<file path="config.mk">
export PLATFORM = sky130hd
export DESIGN_NAME = ped_crossing_ctrl
export DESIGN_NICKNAME = d
export VERILOG_FILES = /design/src/rtl/traffic_light_pkg.sv /design/src/rtl/ped_crossing_ctrl_btn_sync.sv /design/src/rtl/ped_crossing_ctrl.sv
export SDC_FILE = /design/constraint.sdc
export NUM_CORES = 1
export LEC_CHECK = 0
export CAP_MARGIN = 20
export CORE_ASPECT_RATIO = 1.4
export CORE_UTILIZATION = 33
export CTS_CLUSTER_DIAMETER = 100
export DETAILED_ROUTE_END_ITERATION = 6
export SETUP_SLACK_MARGIN = 0.1
export SLEW_MARGIN = 40
export SYNTH_ARGS = -nofsm -noshare
export SYNTH_HDL_FRONTEND = slang
export SYNTH_SLANG_ARGS = --single-unit
</file>
<file path="constraint.sdc">
create_clock -name clk -period 3.1 [get_ports clk]
set_clock_uncertainty 0.05 [all_clocks]
set_input_delay 0.31 -clock clk [delete_from_list [all_inputs] [get_ports clk]]
set_output_delay 0.31 -clock clk [all_outputs]
set_load 0.1 [all_outputs]
</file>
<file path="src/rtl/traffic_light_pkg.sv">
// Shared types for the traffic light and its pedestrian-crossing consumer.
package traffic_light_pkg;

   typedef enum logic [1:0] {
      RED    = 2'd0,
      YELLOW = 2'd1,
      GREEN  = 2'd2
   } trafic_light_t;

   typedef enum logic [1:0] {
      P_IDLE  = 2'd0,
      P_WALK  = 2'd1,
      P_FLASH = 2'd2
   } ped_state_t;

   typedef struct packed {
      logic walk;
      logic dont_walk;
      logic hold_red;
   } lamp_t;

   localparam lamp_t LAMP_IDLE      = '{walk: 1'b0, dont_walk: 1'b1, hold_red: 1'b0};
   localparam lamp_t LAMP_WALK      = '{walk: 1'b1, dont_walk: 1'b0, hold_red: 1'b1};
   localparam lamp_t LAMP_FLASH_ON  = '{walk: 1'b0, dont_walk: 1'b1, hold_red: 1'b1};
   localparam lamp_t LAMP_FLASH_OFF = '{walk: 1'b0, dont_walk: 1'b0, hold_red: 1'b1};

endpackage

</file>
<file path="src/rtl/ped_crossing_ctrl_btn_sync.sv">
// Two-flop synchroniser for the raw button level plus a one-cycle rising-edge pulse.
module btn_sync_edge (
   input  logic clk,
   input  logic syn_reset,
   input  logic d_async,
   output logic rise
);

   logic s1_q, s2_q, s3_q;

   always_ff @(posedge clk) begin
      if (syn_reset) begin
         s1_q <= 1'b0;
         s2_q <= 1'b0;
         s3_q <= 1'b0;
      end else begin
         s1_q <= d_async;
         s2_q <= s1_q;
         s3_q <= s2_q;
      end
   end

   // Edge is decoded straight from flops so the request latches one edge later.
   assign rise = s2_q & ~s3_q;

endmodule

</file>
<file path="src/rtl/ped_crossing_ctrl.sv">
// Pedestrian crossing controller: grants WALK on RED entry, counts WALK/FLASH on tick.
module ped_crossing_ctrl
   import traffic_light_pkg::*;
#(
   parameter int unsigned WALK_TICKS  = 8,
   parameter int unsigned FLASH_TICKS = 6,
   parameter int unsigned CNT_W       = 4
) (
   input  logic             clk,
   input  logic             syn_reset,
   input  trafic_light_t    tf,
   input  logic             tick,
   input  logic             ped_button,
   output logic             walk,
   output logic             dont_walk,
   output logic             ped_req_pending,
   output logic             hold_red,
   output logic             conflict,
   output logic [CNT_W-1:0] remaining
);

   localparam int unsigned MAX_TICKS = (32'd1 << CNT_W) - 32'd1;

   if (WALK_TICKS < 1 || WALK_TICKS > MAX_TICKS) begin : g_walk_range
      $error("WALK_TICKS out of range for CNT_W");
   end
   if (FLASH_TICKS < 1 || FLASH_TICKS > MAX_TICKS) begin : g_flash_range
      $error("FLASH_TICKS out of range for CNT_W");
   end

   ped_state_t       state_q, state_d;
   trafic_light_t    prev_tf_q;
   logic [CNT_W-1:0] rem_q, rem_d;
   logic             flash_q, flash_d;
   logic             req_q, req_d;
   logic             conflict_q, conflict_d;
   lamp_t            lamp_q, lamp_d;
   logic             rise;
   logic             grant;
   logic             tf_red;
   logic             red_entry;

   btn_sync_edge u_btn (
      .clk       (clk),
      .syn_reset (syn_reset),
      .d_async   (ped_button),
      .rise      (rise)
   );

   assign tf_red    = (tf == RED);
   assign red_entry = tf_red && (prev_tf_q != RED);

   always_ff @(posedge clk) begin
      if (syn_reset) begin
         state_q    <= P_IDLE;
         prev_tf_q  <= RED;
         rem_q      <= '0;
         flash_q    <= 1'b0;
         req_q      <= 1'b0;
         conflict_q <= 1'b0;
         lamp_q     <= LAMP_IDLE;
      end else begin
         state_q    <= state_d;
         prev_tf_q  <= tf;
         rem_q      <= rem_d;
         flash_q    <= flash_d;
         req_q      <= req_d;
         conflict_q <= conflict_d;
         lamp_q     <= lamp_d;
      end
   end

   always_comb begin
      state_d    = state_q;
      rem_d      = rem_q;
      flash_d    = flash_q;
      req_d      = req_q;
      conflict_d = 1'b0;
      grant      = 1'b0;
      lamp_d     = LAMP_IDLE;

      unique case (state_q)
         P_IDLE: begin
            if (req_q && red_entry) begin
               state_d = P_WALK;
               rem_d   = CNT_W'(WALK_TICKS);
               grant   = 1'b1;
            end
         end
         P_WALK: begin
            // Leaving RED mid-crossing wins over a same-cycle tick.
            if (!tf_red) begin
               state_d    = P_IDLE;
               rem_d      = '0;
               conflict_d = 1'b1;
            end else if (tick) begin
               if (rem_q <= CNT_W'(1)) begin
                  state_d = P_FLASH;
                  rem_d   = CNT_W'(FLASH_TICKS);
                  flash_d = 1'b1;
               end else begin
                  rem_d = rem_q - CNT_W'(1);
               end
            end
         end
         P_FLASH: begin
            if (!tf_red) begin
               state_d    = P_IDLE;
               rem_d      = '0;
               flash_d    = 1'b0;
               conflict_d = 1'b1;
            end else if (tick) begin
               flash_d = ~flash_q;
               if (rem_q <= CNT_W'(1)) begin
                  state_d = P_IDLE;
                  rem_d   = '0;
                  flash_d = 1'b0;
               end else begin
                  rem_d = rem_q - CNT_W'(1);
               end
            end
         end
         default: begin
            state_d = P_IDLE;
            rem_d   = '0;
            flash_d = 1'b0;
         end
      endcase

      // A button edge coinciding with the grant is absorbed by it.
      if (rise)  req_d = 1'b1;
      if (grant) req_d = 1'b0;

      unique case (state_d)
         P_WALK:  lamp_d = LAMP_WALK;
         P_FLASH: lamp_d = flash_d ? LAMP_FLASH_ON : LAMP_FLASH_OFF;
         default: lamp_d = LAMP_IDLE;
      endcase
   end

   assign walk            = lamp_q.walk;
   assign dont_walk       = lamp_q.dont_walk;
   assign hold_red        = lamp_q.hold_red;
   assign ped_req_pending = req_q;
   assign conflict        = conflict_q;
   assign remaining       = rem_q;

endmodule

</file>
======== Word-level counts from Yosys, hierarchy flattened ========
Cells that the tools add are included.
storage, ports and cells
  register bits ........................... 17
  input bits .............................. 6
  output and inout port bits .............. 9
  logic and storage cells ................. 62
operators by class
  $add $sub $neg .......................... 1
  magnitude comparators ................... 1
  eq/ne operators ......................... 7
  multiplexer cells ....................... 28
  bitwise gates (word level) .............. 4
  reductions and logical operators ........ 9
operator list
  operator             number
  $mux 4               7
  $mux 2               8
  $pmux 4 s3           1
  $mux 1               9
  $ne 3x3->1 const B   2
  $pmux 2 s3           1
  $pmux 3 s2           1
  $reduce_or 2->1      3
  $eq 2x1->1 const B   2
  $eq 2x2->1 const B   2
  $le 4x1->1 const B   1
  $logic_not 2->1      2
  $sub 4x1->4 const B  1
  $not 1->1            3
  $pmux 1 s3           1
  $reduce_and 3->1     1
  $logic_and 1x1->1    2
  $ne 2x2->1 const B   1
  $reduce_bool 2->1    1
  $and 1x1->1          1

======== Longest topological paths before layout ========
Gate-level depths: netlist of the first run.
  word-level depth ........................ 7
  gate-level depth with buffers ........... 10
  gate-level depth less buffers ........... 9

======== Modules after synthesis ========
A second synthesis of the first run with hierarchy kept.
second synthesis, totals
  cell total of the unflattened synthesis .. 95
  area, all modules ....................... 873.3 um^2
modules (own cells, without submodules)
  module             instances  cells an instance  area an instance (um^2)  sequential area each (um^2)
  ped_crossing_ctrl  1          88                 785.8                    280.3
  btn_sync_edge      1          7                  87.6                     60.1

======== Worst setup path before layout of the first run ========
OpenSTA, ideal clock, no wires.
  path kind ............................... reg-to-reg
  start point ............................. register rem_q[0] (netlist: remaining[0])
  end point ............................... register lamp_q, in the netlist dont_walk
  library setup time ...................... 0.135 ns
  data arrival time ....................... 2.823 ns
  data required time ...................... 2.915 ns
  setup slack ............................. 0.092 ns
  stages on the path, launching flop included .. 11
  path buffers ............................ 1
  clock period less this slack ............ 3.008 ns
  cell sequence ........................... dfxtp_1 -> inv_1 -> ha_1 -> or2_1 -> buf_6 -> a311oi_2 -> a22oi_1 -> or2_1 -> ha_1 -> o211ai_1 -> o2111ai_1
on the way
  word-level cells in the longest chain between the ends .. 7
  elaborated cells on any way between the ends .. 19
  those cells by class .................... 1 x order compare; 2 x eq/ne; 16 x mux
RTL lines
  item                                      line                                               RTL
  start, declared                           ped_crossing_ctrl.sv:33                            logic [CNT_W-1:0] rem_q, rem_d;
  start signal, assigned                    ped_crossing_ctrl.sv:65                            rem_q <= rem_d;
  $le 4x1->1 (*)                            ped_crossing_ctrl.sv:97, ped_crossing_ctrl.sv:114
  $mux 2, or another cell as far along      ped_crossing_ctrl.sv:114                           if (rem_q <= CNT_W'(1)) begin
  $mux 2, or another cell as far along      ped_crossing_ctrl.sv:112                           end else if (tick) begin
  $mux 2, or another cell as far along      ped_crossing_ctrl.sv:107                           if (!tf_red) begin
  $pmux 2 s3 or $pmux 1 s3 (tied branches)  ped_crossing_ctrl.sv:82                            unique case (state_q)
  $eq 2x2->1, or another cell as far along  ped_crossing_ctrl.sv:134                           unique case (state_d)
  $pmux 3 s2 (*)                            ped_crossing_ctrl.sv:134
  end signal, assigned                      ped_crossing_ctrl.sv:69                            lamp_q <= lamp_d;
  end, declared                             ped_crossing_ctrl.sv:37                            lamp_t lamp_q, lamp_d;
Mark *: on every way between the ends. The rest lies on a longest branch, timed or not.
A chain may end at the register's enable or synchronous reset.

======== Worst setup path after layout of the first run ========
Same ends and word-level chain as after synthesis.

==> impl_metrics.xml, run 1 <==
<?xml version="1.0" encoding="UTF-8"?>
<metrics>
  <group name="status">
    <metric name="status" unit="">completed</metric>
  </group>
  <group name="grt">
    <metric name="grt_start_max_net_pins" unit="">15</metric>
    <metric name="grt_usage" unit="%">15.8</metric>
    <metric name="first_global_vias" unit="">748</metric>
    <metric name="grt_pass1_wl" unit="um">3510</metric>
    <metric name="grt_antenna_before_repair" unit="">0</metric>
    <metric name="grt.overflow.total" unit="">0</metric>
  </group>
  <group name="routing">
    <metric name="drt_wl_total" unit="um">2190</metric>
    <metric name="ant_nets" unit="">0</metric>
    <metric name="detailed_route_via_count" unit="">816</metric>
    <metric name="route.detailed.wl_per_inst" unit="um">13.7</metric>
    <metric name="drt_drc_violations_left" unit="">0</metric>
    <metric name="drt-vias-per-instance" unit="">5.10</metric>
    <metric name="drtPass1Iterations" unit="">4</metric>
    <metric name="first_iter_violations" unit="">18</metric>
  </group>
  <group name="timing">
    <metric name="layout_min_cycle_time" unit="ps">2430</metric>
    <metric name="finalSetupViolCount" unit="">0</metric>
    <metric name="worst_slack" unit="ps">672</metric>
    <metric name="setup-tns-final" unit="ps">0</metric>
    <metric name="worst-slew-pin-transition" unit="ps">632</metric>
    <metric name="max_freq" unit="GHz">0.412</metric>
    <metric name="post-route-period-util" unit="%">78.3</metric>
    <metric name="rsz0062_at_grt" unit="">false</metric>
    <metric name="finalMaxSlewViolations" unit="">0</metric>
    <metric name="timing.max_slew.rel_slack" unit="%">57.3</metric>
    <metric name="final-hold-violation-count" unit="">0</metric>
  </group>
  <group name="worst_setup_path">
    <metric name="critical_path.max_stage_delay" unit="ps">390</metric>
    <metric name="cp.required" unit="ps">3170</metric>
    <metric name="worst-path-buf-inv" unit="">1</metric>
    <metric name="start_kind" unit="">flip-flop</metric>
    <metric name="worstPathMaxFanout" unit="">6</metric>
    <metric name="critical_path.slowest_cell" unit="">dfxtp_2</metric>
    <metric name="timing.setup.critical_path_class" unit="">flip-flop to flip-flop</metric>
    <metric name="crit_path_cell_trace" unit="">inv_1, ha_1, or2_1, a311oi_2, a22oi_1, or2_1, ha_1, o211ai_1, o2111ai_1</metric>
    <metric name="timing.critical_path.max_delay_family" unit="">compound AO/OA/AOI/OAI gates</metric>
    <metric name="cp-end-kind" unit="">flip-flop</metric>
    <metric name="arrival" unit="ps">2500</metric>
  </group>
  <group name="final_layout">
    <metric name="final_layout_size_suffix_gt1_share" unit="%">20.3</metric>
    <metric name="nets" unit="">139</metric>
    <metric name="design_area" unit="um2">1170</metric>
    <metric name="area.growth.synth_to_final" unit="%">19.0</metric>
    <metric name="inserted_diodes" unit="">0</metric>
  </group>
  <group name="synthesis">
    <metric name="synthDominantAreaCellType" unit="">dfxtp_1</metric>
    <metric name="synthDominantCellAreaShare" unit="%">34.7</metric>
    <metric name="synth_net_count" unit="">122</metric>
    <metric name="synthesis.instances" unit="">107</metric>
    <metric name="synthDistinctLibCells" unit="">38</metric>
    <metric name="synth_area_leaders" unit="">dfxtp_1, ha_1, nor2b_1, inv_1, nor2_1</metric>
    <metric name="yosys-top-cells-count" unit="">dfxtp_1, ha_1, inv_1, nor2_1, nor2b_1</metric>
    <metric name="ys_dominant_reg_cell" unit="">dfxtp_1</metric>
    <metric name="synth_async_sr_flop_share" unit="%">0</metric>
    <metric name="syn_area" unit="um2">980</metric>
    <metric name="synth-seq-area-share" unit="%">34.7</metric>
    <metric name="flip_flop_and_latch_count_after_synthesis" unit="">17</metric>
    <metric name="synth-warning-count" unit="">0</metric>
    <metric name="post_synthesis_area_per_instance" unit="um2">9.16</metric>
    <metric name="synth_enable_flop_cells" unit="">0</metric>
    <metric name="yosys.cell_count.top_type" unit="">dfxtp_1</metric>
  </group>
  <group name="cts">
    <metric name="worst_setup_hold_path_clk_slew" unit="ps">70</metric>
    <metric name="cts.repair.resized" unit="">0</metric>
    <metric name="cts_setup_buffers" unit="">0</metric>
    <metric name="cts_hold_repair.buffers" unit="">0</metric>
    <metric name="clock_tree_from_tritoncts" unit="">built</metric>
    <metric name="ctsRootBufferMaster" unit="">clkbuf_8</metric>
    <metric name="cts_buffer_depth" unit="">2</metric>
    <metric name="h-tree-depth" unit="">1</metric>
    <metric name="clock_insertion_delay_worst_skew" unit="ps">260</metric>
    <metric name="numCtsBuffers" unit="">3</metric>
    <metric name="clock-sinks" unit="">17</metric>
  </group>
  <group name="power_and_ir_drop">
    <metric name="seq_power_share" unit="%">50.8</metric>
    <metric name="power_frac_clock" unit="%">38.4</metric>
    <metric name="power.density" unit="nW/um2">381</metric>
    <metric name="power.share.combinational" unit="%">10.9</metric>
    <metric name="worst_ir_drop_vdd" unit="mV">0.137</metric>
    <metric name="leakage" unit="uW">0.000479</metric>
    <metric name="internal_cell_power" unit="uW">328</metric>
    <metric name="switching_share" unit="%">26.0</metric>
    <metric name="netSwitchingPower" unit="uW">115</metric>
  </group>
  <group name="floorplanning">
    <metric name="dieArea" unit="um2">3190</metric>
    <metric name="row_count" unit="">23</metric>
    <metric name="die-height" unit="um">66.5</metric>
    <metric name="num_io_pins" unit="">15</metric>
    <metric name="die_extent_in_x" unit="um">48.1</metric>
    <metric name="design.core.area" unit="um2">2850</metric>
    <metric name="initial_utilization" unit="%">34.4</metric>
  </group>
  <group name="place">
    <metric name="routabilityCongestion" unit="">0.946</metric>
    <metric name="placed_cell_area" unit="um2">1120</metric>
    <metric name="dp_hpwl" unit="um">1640</metric>
    <metric name="pre_cts_slack" unit="ps">591</metric>
    <metric name="port_buffers" unit="">14</metric>
  </group>
  <group name="hold_path">
    <metric name="hold_path.class" unit="">flip-flop to flip-flop</metric>
  </group>
  <group name="flow_run">
    <metric name="timing.max_cap.violations" unit="">0</metric>
  </group>
</metrics>
cells by family (layout without fill, tap and decap cells):
group / Yosys count / after routing / synth area share [%]
buffers and inverters: 11 / 27 / 5.11
AO/OA/AOI/OAI: 26 / 26 / 23.2
adder cells (fa/ha/maj): 9 / 9 / 11.5
flip-flops: 17 / 17 / 34.7
AND/OR/NAND/NOR: 44 / 44 / 25.4
sequential cells by signal (all words and copies together) (netlist names):
name	flops
state_q	2
prev_tf_q	2
u_btn.s2_q	1
u_btn.s1_q	1
remaining	4
hold_red	1
conflict	1
u_btn.s3_q	1
ped_req_pending	1
flash_q	1
walk	1
dont_walk	1
area by class of cell:
| type | instances | area (um2) |
|---|---|---|
| inverter | 8 | 30.0 |
| clock inverter | 1 | 5.00 |
| fill | 296 | 1680 |
| timing repair buffer | 15 | 113 |
| sequential | 17 | 342 |
| clock buffer | 3 | 41.3 |
| multi-input combinational | 79 | 589 |
| tap | 37 | 46.3 |
cells in the final DEF, fill, tap and decap left out, types with 2 or more instances in the layout:
cell type        Yosys  final
or2_1                3      3
inv_1                8      8
o211ai_1             2      2
buf_2                1      5
ha_1                 9      9
nor2_1               8      8
and3_1               2      2
buf_4                0      5
clkdlybuf4s50_1      0      5
a21oi_1              5      5
o31ai_1              3      3
o21ai_0              4      4
nand3_1              2      2
dfxtp_1             17     16
nor2b_1              8      8
or2_2                2      2
nor3_1               5      5
nand2_1              5      5
clkbuf_8             0      3
o2111ai_1            2      2
power by group through the flow:
stage          Sequential (uW)  Combinational, uW  Clock [uW]
6_report                   225               48.2         170
5_1_grt                    226               51.9         188
4_1_cts                    225               48.1         175
3_5_place_dp               230               47.9           0
3_3_place_gp               230               48.9           0
2_1_floorplan              243               19.3           0
per-stage QoR:
stage	std cells	utilization [%]	hold slack (ps)	power, uW
floorplan	107	-	332	262
global placement	156	40.2	368	279
detailed placement	156	39.3	386	278
CTS	160	40.9	403	448
global route	160	40.9	426	466
finish	160	40.9	402	444
worst paths after layout:
kind | from | endpoint | cells past startpoint | slack, ps
setup / recovery | remaining[0]$_SDFFE_PP0P_ | dont_walk$_SDFF_PP1_ | 9 | 670
hold / removal | u_btn.s1_q$_SDFF_PP0_ | u_btn.s2_q$_SDFF_PP0_ | 1 | 400
setup reg to reg | remaining[0]$_SDFFE_PP0P_ | dont_walk$_SDFF_PP1_ | 9 | 670
hold reg to reg | u_btn.s1_q$_SDFF_PP0_ | u_btn.s2_q$_SDFF_PP0_ | 1 | 400
layer usage:
layer	part of all wire [%]	global-route usage, %	vias up	routed length, um
met1	46	19.8	380	1010
met4	3.5	11.1	0	76
met3	1.6	1.90	6	36
met2	49	23.8	12	1070
li1	-	-	418	-
met5	0	0	-	0
(Power assumes the default switching activity.)
==> run 2, diff against run 1 <==
Clock period 3.1 ns to 2.3 ns, I/O delays scaled along.
==> run 2 against run 1 <==
Net effect: clock power is 39% higher; sequential share of layout area is 3.2 points lower; maximum frequency rose by 17%; via count is 11% higher; sequential power increased by 34%; hold slack improved by 9.3 ps; register-to-register slack worse by 440 ps; flip-flop and latch count is the same; die area unchanged; non-clock buffer count is 14 higher; critical endpoint unchanged; largest cell class unchanged; highest routed layer unchanged.
==> impl_metrics.xml, run 2 (synthesis results as in run 1) <==
<?xml version="1.0" encoding="UTF-8"?>
<metrics>
  <group name="grt">
    <metric name="grt_start_max_net_pins" unit="">14</metric>
    <metric name="grt_antenna_before_repair" unit="">0</metric>
    <metric name="first_global_vias" unit="">878</metric>
    <metric name="grt_usage" unit="%">17.8</metric>
    <metric name="grt_pass1_wl" unit="um">3930</metric>
    <metric name="grt.overflow.total" unit="">0</metric>
  </group>
  <group name="routing">
    <metric name="detailed_route_via_count" unit="">907</metric>
    <metric name="drtPass1Iterations" unit="">4</metric>
    <metric name="first_iter_violations" unit="">21</metric>
    <metric name="ant_nets" unit="">0</metric>
    <metric name="drt_drc_violations_left" unit="">0</metric>
    <metric name="drt-vias-per-instance" unit="">5.21</metric>
    <metric name="drt_wl_total" unit="um">2390</metric>
    <metric name="route.detailed.wl_per_inst" unit="um">13.7</metric>
  </group>
  <group name="hold_path">
    <metric name="hp-start" unit="">u_btn.s1_q$_SDFF_PP0_</metric>
    <metric name="hold_path.class" unit="">flip-flop to flip-flop</metric>
    <metric name="min_path_cells" unit="">1</metric>
  </group>
  <group name="final_layout">
    <metric name="filler_cell_count" unit="">268</metric>
    <metric name="mostFrequentLayoutCell" unit="">buf_4</metric>
    <metric name="layout.cells.most_common_list" unit="">buf_4, dfxtp_1, nor2b_1, nor2_1, inv_1</metric>
    <metric name="multi_input_area" unit="um2">638</metric>
    <metric name="area.growth.synth_to_final" unit="%">37.9</metric>
    <metric name="inserted_diodes" unit="">0</metric>
    <metric name="largest_reg_flops" unit="">4</metric>
    <metric name="post-route-util" unit="%">47.4</metric>
    <metric name="nets" unit="">153</metric>
    <metric name="final_layout_size_suffix_gt1_share" unit="%">38.7</metric>
    <metric name="seqCellArea" unit="um2">353</metric>
  </group>
  <group name="power_and_ir_drop">
    <metric name="leakage" unit="uW">0.000560</metric>
    <metric name="worst_ir_drop_vdd" unit="mV">0.375</metric>
    <metric name="power.density" unit="nW/um2">453</metric>
  </group>
  <group name="worst_setup_path">
    <metric name="cp.required" unit="ps">2380</metric>
    <metric name="crit_path_cell_trace" unit="">inv_4, ha_4, or2_4, a311oi_4, a22oi_2, or2_1, ha_2, o211ai_1, o2111ai_1</metric>
    <metric name="critical_path.max_stage_delay" unit="ps">380</metric>
    <metric name="critical_path.slowest_cell" unit="">dfxtp_4</metric>
    <metric name="worstRegToRegCells" unit="">9</metric>
    <metric name="timing.setup.critical_path_class" unit="">flip-flop to flip-flop</metric>
    <metric name="critPathLaunch" unit="">remaining[0]$_SDFFE_PP0P_</metric>
    <metric name="start_kind" unit="">flip-flop</metric>
    <metric name="worstReg2RegStart" unit="">remaining[0]$_SDFFE_PP0P_</metric>
    <metric name="worstPathMaxFanout" unit="">6</metric>
    <metric name="arrival" unit="ps">2140</metric>
    <metric name="cp-end-kind" unit="">flip-flop</metric>
  </group>
  <group name="floorplanning">
    <metric name="initial_utilization" unit="%">34.4</metric>
    <metric name="dieArea" unit="um2">3190</metric>
    <metric name="num_io_pins" unit="">15</metric>
    <metric name="design.core.area" unit="um2">2850</metric>
    <metric name="die_extent_in_x" unit="um">48.1</metric>
    <metric name="die-height" unit="um">66.5</metric>
    <metric name="row_count" unit="">23</metric>
  </group>
  <group name="cts">
    <metric name="numCtsBuffers" unit="">3</metric>
    <metric name="clock_insertion_delay_worst_skew" unit="ps">260</metric>
    <metric name="h-tree-depth" unit="">1</metric>
    <metric name="cts_buffer_depth" unit="">2</metric>
    <metric name="clock_tree_from_tritoncts" unit="">built</metric>
    <metric name="worst_setup_hold_path_clk_slew" unit="ps">70</metric>
    <metric name="clock-sinks" unit="">17</metric>
    <metric name="ctsRootBufferMaster" unit="">clkbuf_8</metric>
    <metric name="cts_hold_repair.buffers" unit="">0</metric>
  </group>
  <group name="timing">
    <metric name="finalMaxSlewViolations" unit="">0</metric>
    <metric name="worst-slew-pin-transition" unit="ps">484</metric>
    <metric name="post-route-period-util" unit="%">89.9</metric>
    <metric name="final.hold.worst_slack" unit="ps">412</metric>
    <metric name="rsz0062_at_grt" unit="">false</metric>
    <metric name="layout_min_cycle_time" unit="ps">2070</metric>
    <metric name="timing.max_slew.rel_slack" unit="%">67.4</metric>
    <metric name="final-hold-violation-count" unit="">0</metric>
    <metric name="setup-tns-final" unit="ps">0</metric>
    <metric name="max_freq" unit="GHz">0.484</metric>
    <metric name="finalSetupViolCount" unit="">0</metric>
  </group>
  <group name="place">
    <metric name="port_buffers" unit="">14</metric>
    <metric name="routabilityCongestion" unit="">0.807</metric>
    <metric name="dp_hpwl" unit="um">1750</metric>
  </group>
  <group name="flow_run">
    <metric name="timing.max_cap.violations" unit="">0</metric>
  </group>
  <group name="status">
    <metric name="status" unit="">completed</metric>
  </group>
</metrics>
run 2: path summary, 6_finish.rpt:
| path | to | slack [ps] |
|---|---|---|
| worst max-delay path | dont_walk$_SDFF_PP1_ | 230 |
| worst min-delay path | u_btn.s2_q$_SDFF_PP0_ | 410 |
| worst max register to register | dont_walk$_SDFF_PP1_ | 230 |
| worst min register to register | u_btn.s2_q$_SDFF_PP0_ | 410 |
run 2: repair_timing:
action | in CTS | in global routing
setup endpoints to repair | 2 | 2
setup buffers | 4 | 2
cloned | 0 | 0
resized for setup | 5 | 2
pin swaps | 4 | 8
run 2: metal layers:
layer	up-vias	global-route usage (%)	part of all wire [%]
met4	0	8.33	2.0
met5	-	0	0
met1	429	20.8	42
met3	5	3.52	3.8
met2	24	29.6	52
li1	449	-	-
run 2: layout make-up:
class / instances / area share (%)
Clock buffer: 3 / 3.06
Clock inverter: 1 / 0.556
Inverter: 8 / 2.59
Multi-Input combinational cell: 79 / 47.2
Sequential cell: 17 / 26.1
Tap cell: 37 / 3.43
Timing Repair Buffer: 29 / 17.0
run 2: critical path: cells and delay by family (launching register included):
kind                       cells  cell delay, ps
AOI/OAI and AO/OA              4             620
and+or+nand+nor                2             510
DFF                            1             380
adders and majority gates      2             340
buffers and inverters          1              40
run 2: power breakdown:
part	internal [uW]	switching, uW
logic	28.6	46.5
registers	299	2.96
clock network	122	113
total	450	163
run 2: per-stage QoR:
step	setup slack [ps]	power [uW]	area, um2	instances
2_1_floorplan	11.9	351	1010	107
3_3_place_gp	28.8	380	1220	164
3_5_place_dp	-48.6	381	1220	164
4_1_cts	100	622	1330	172
5_1_grt	100	639	1350	174
6_report	232	613	1350	174
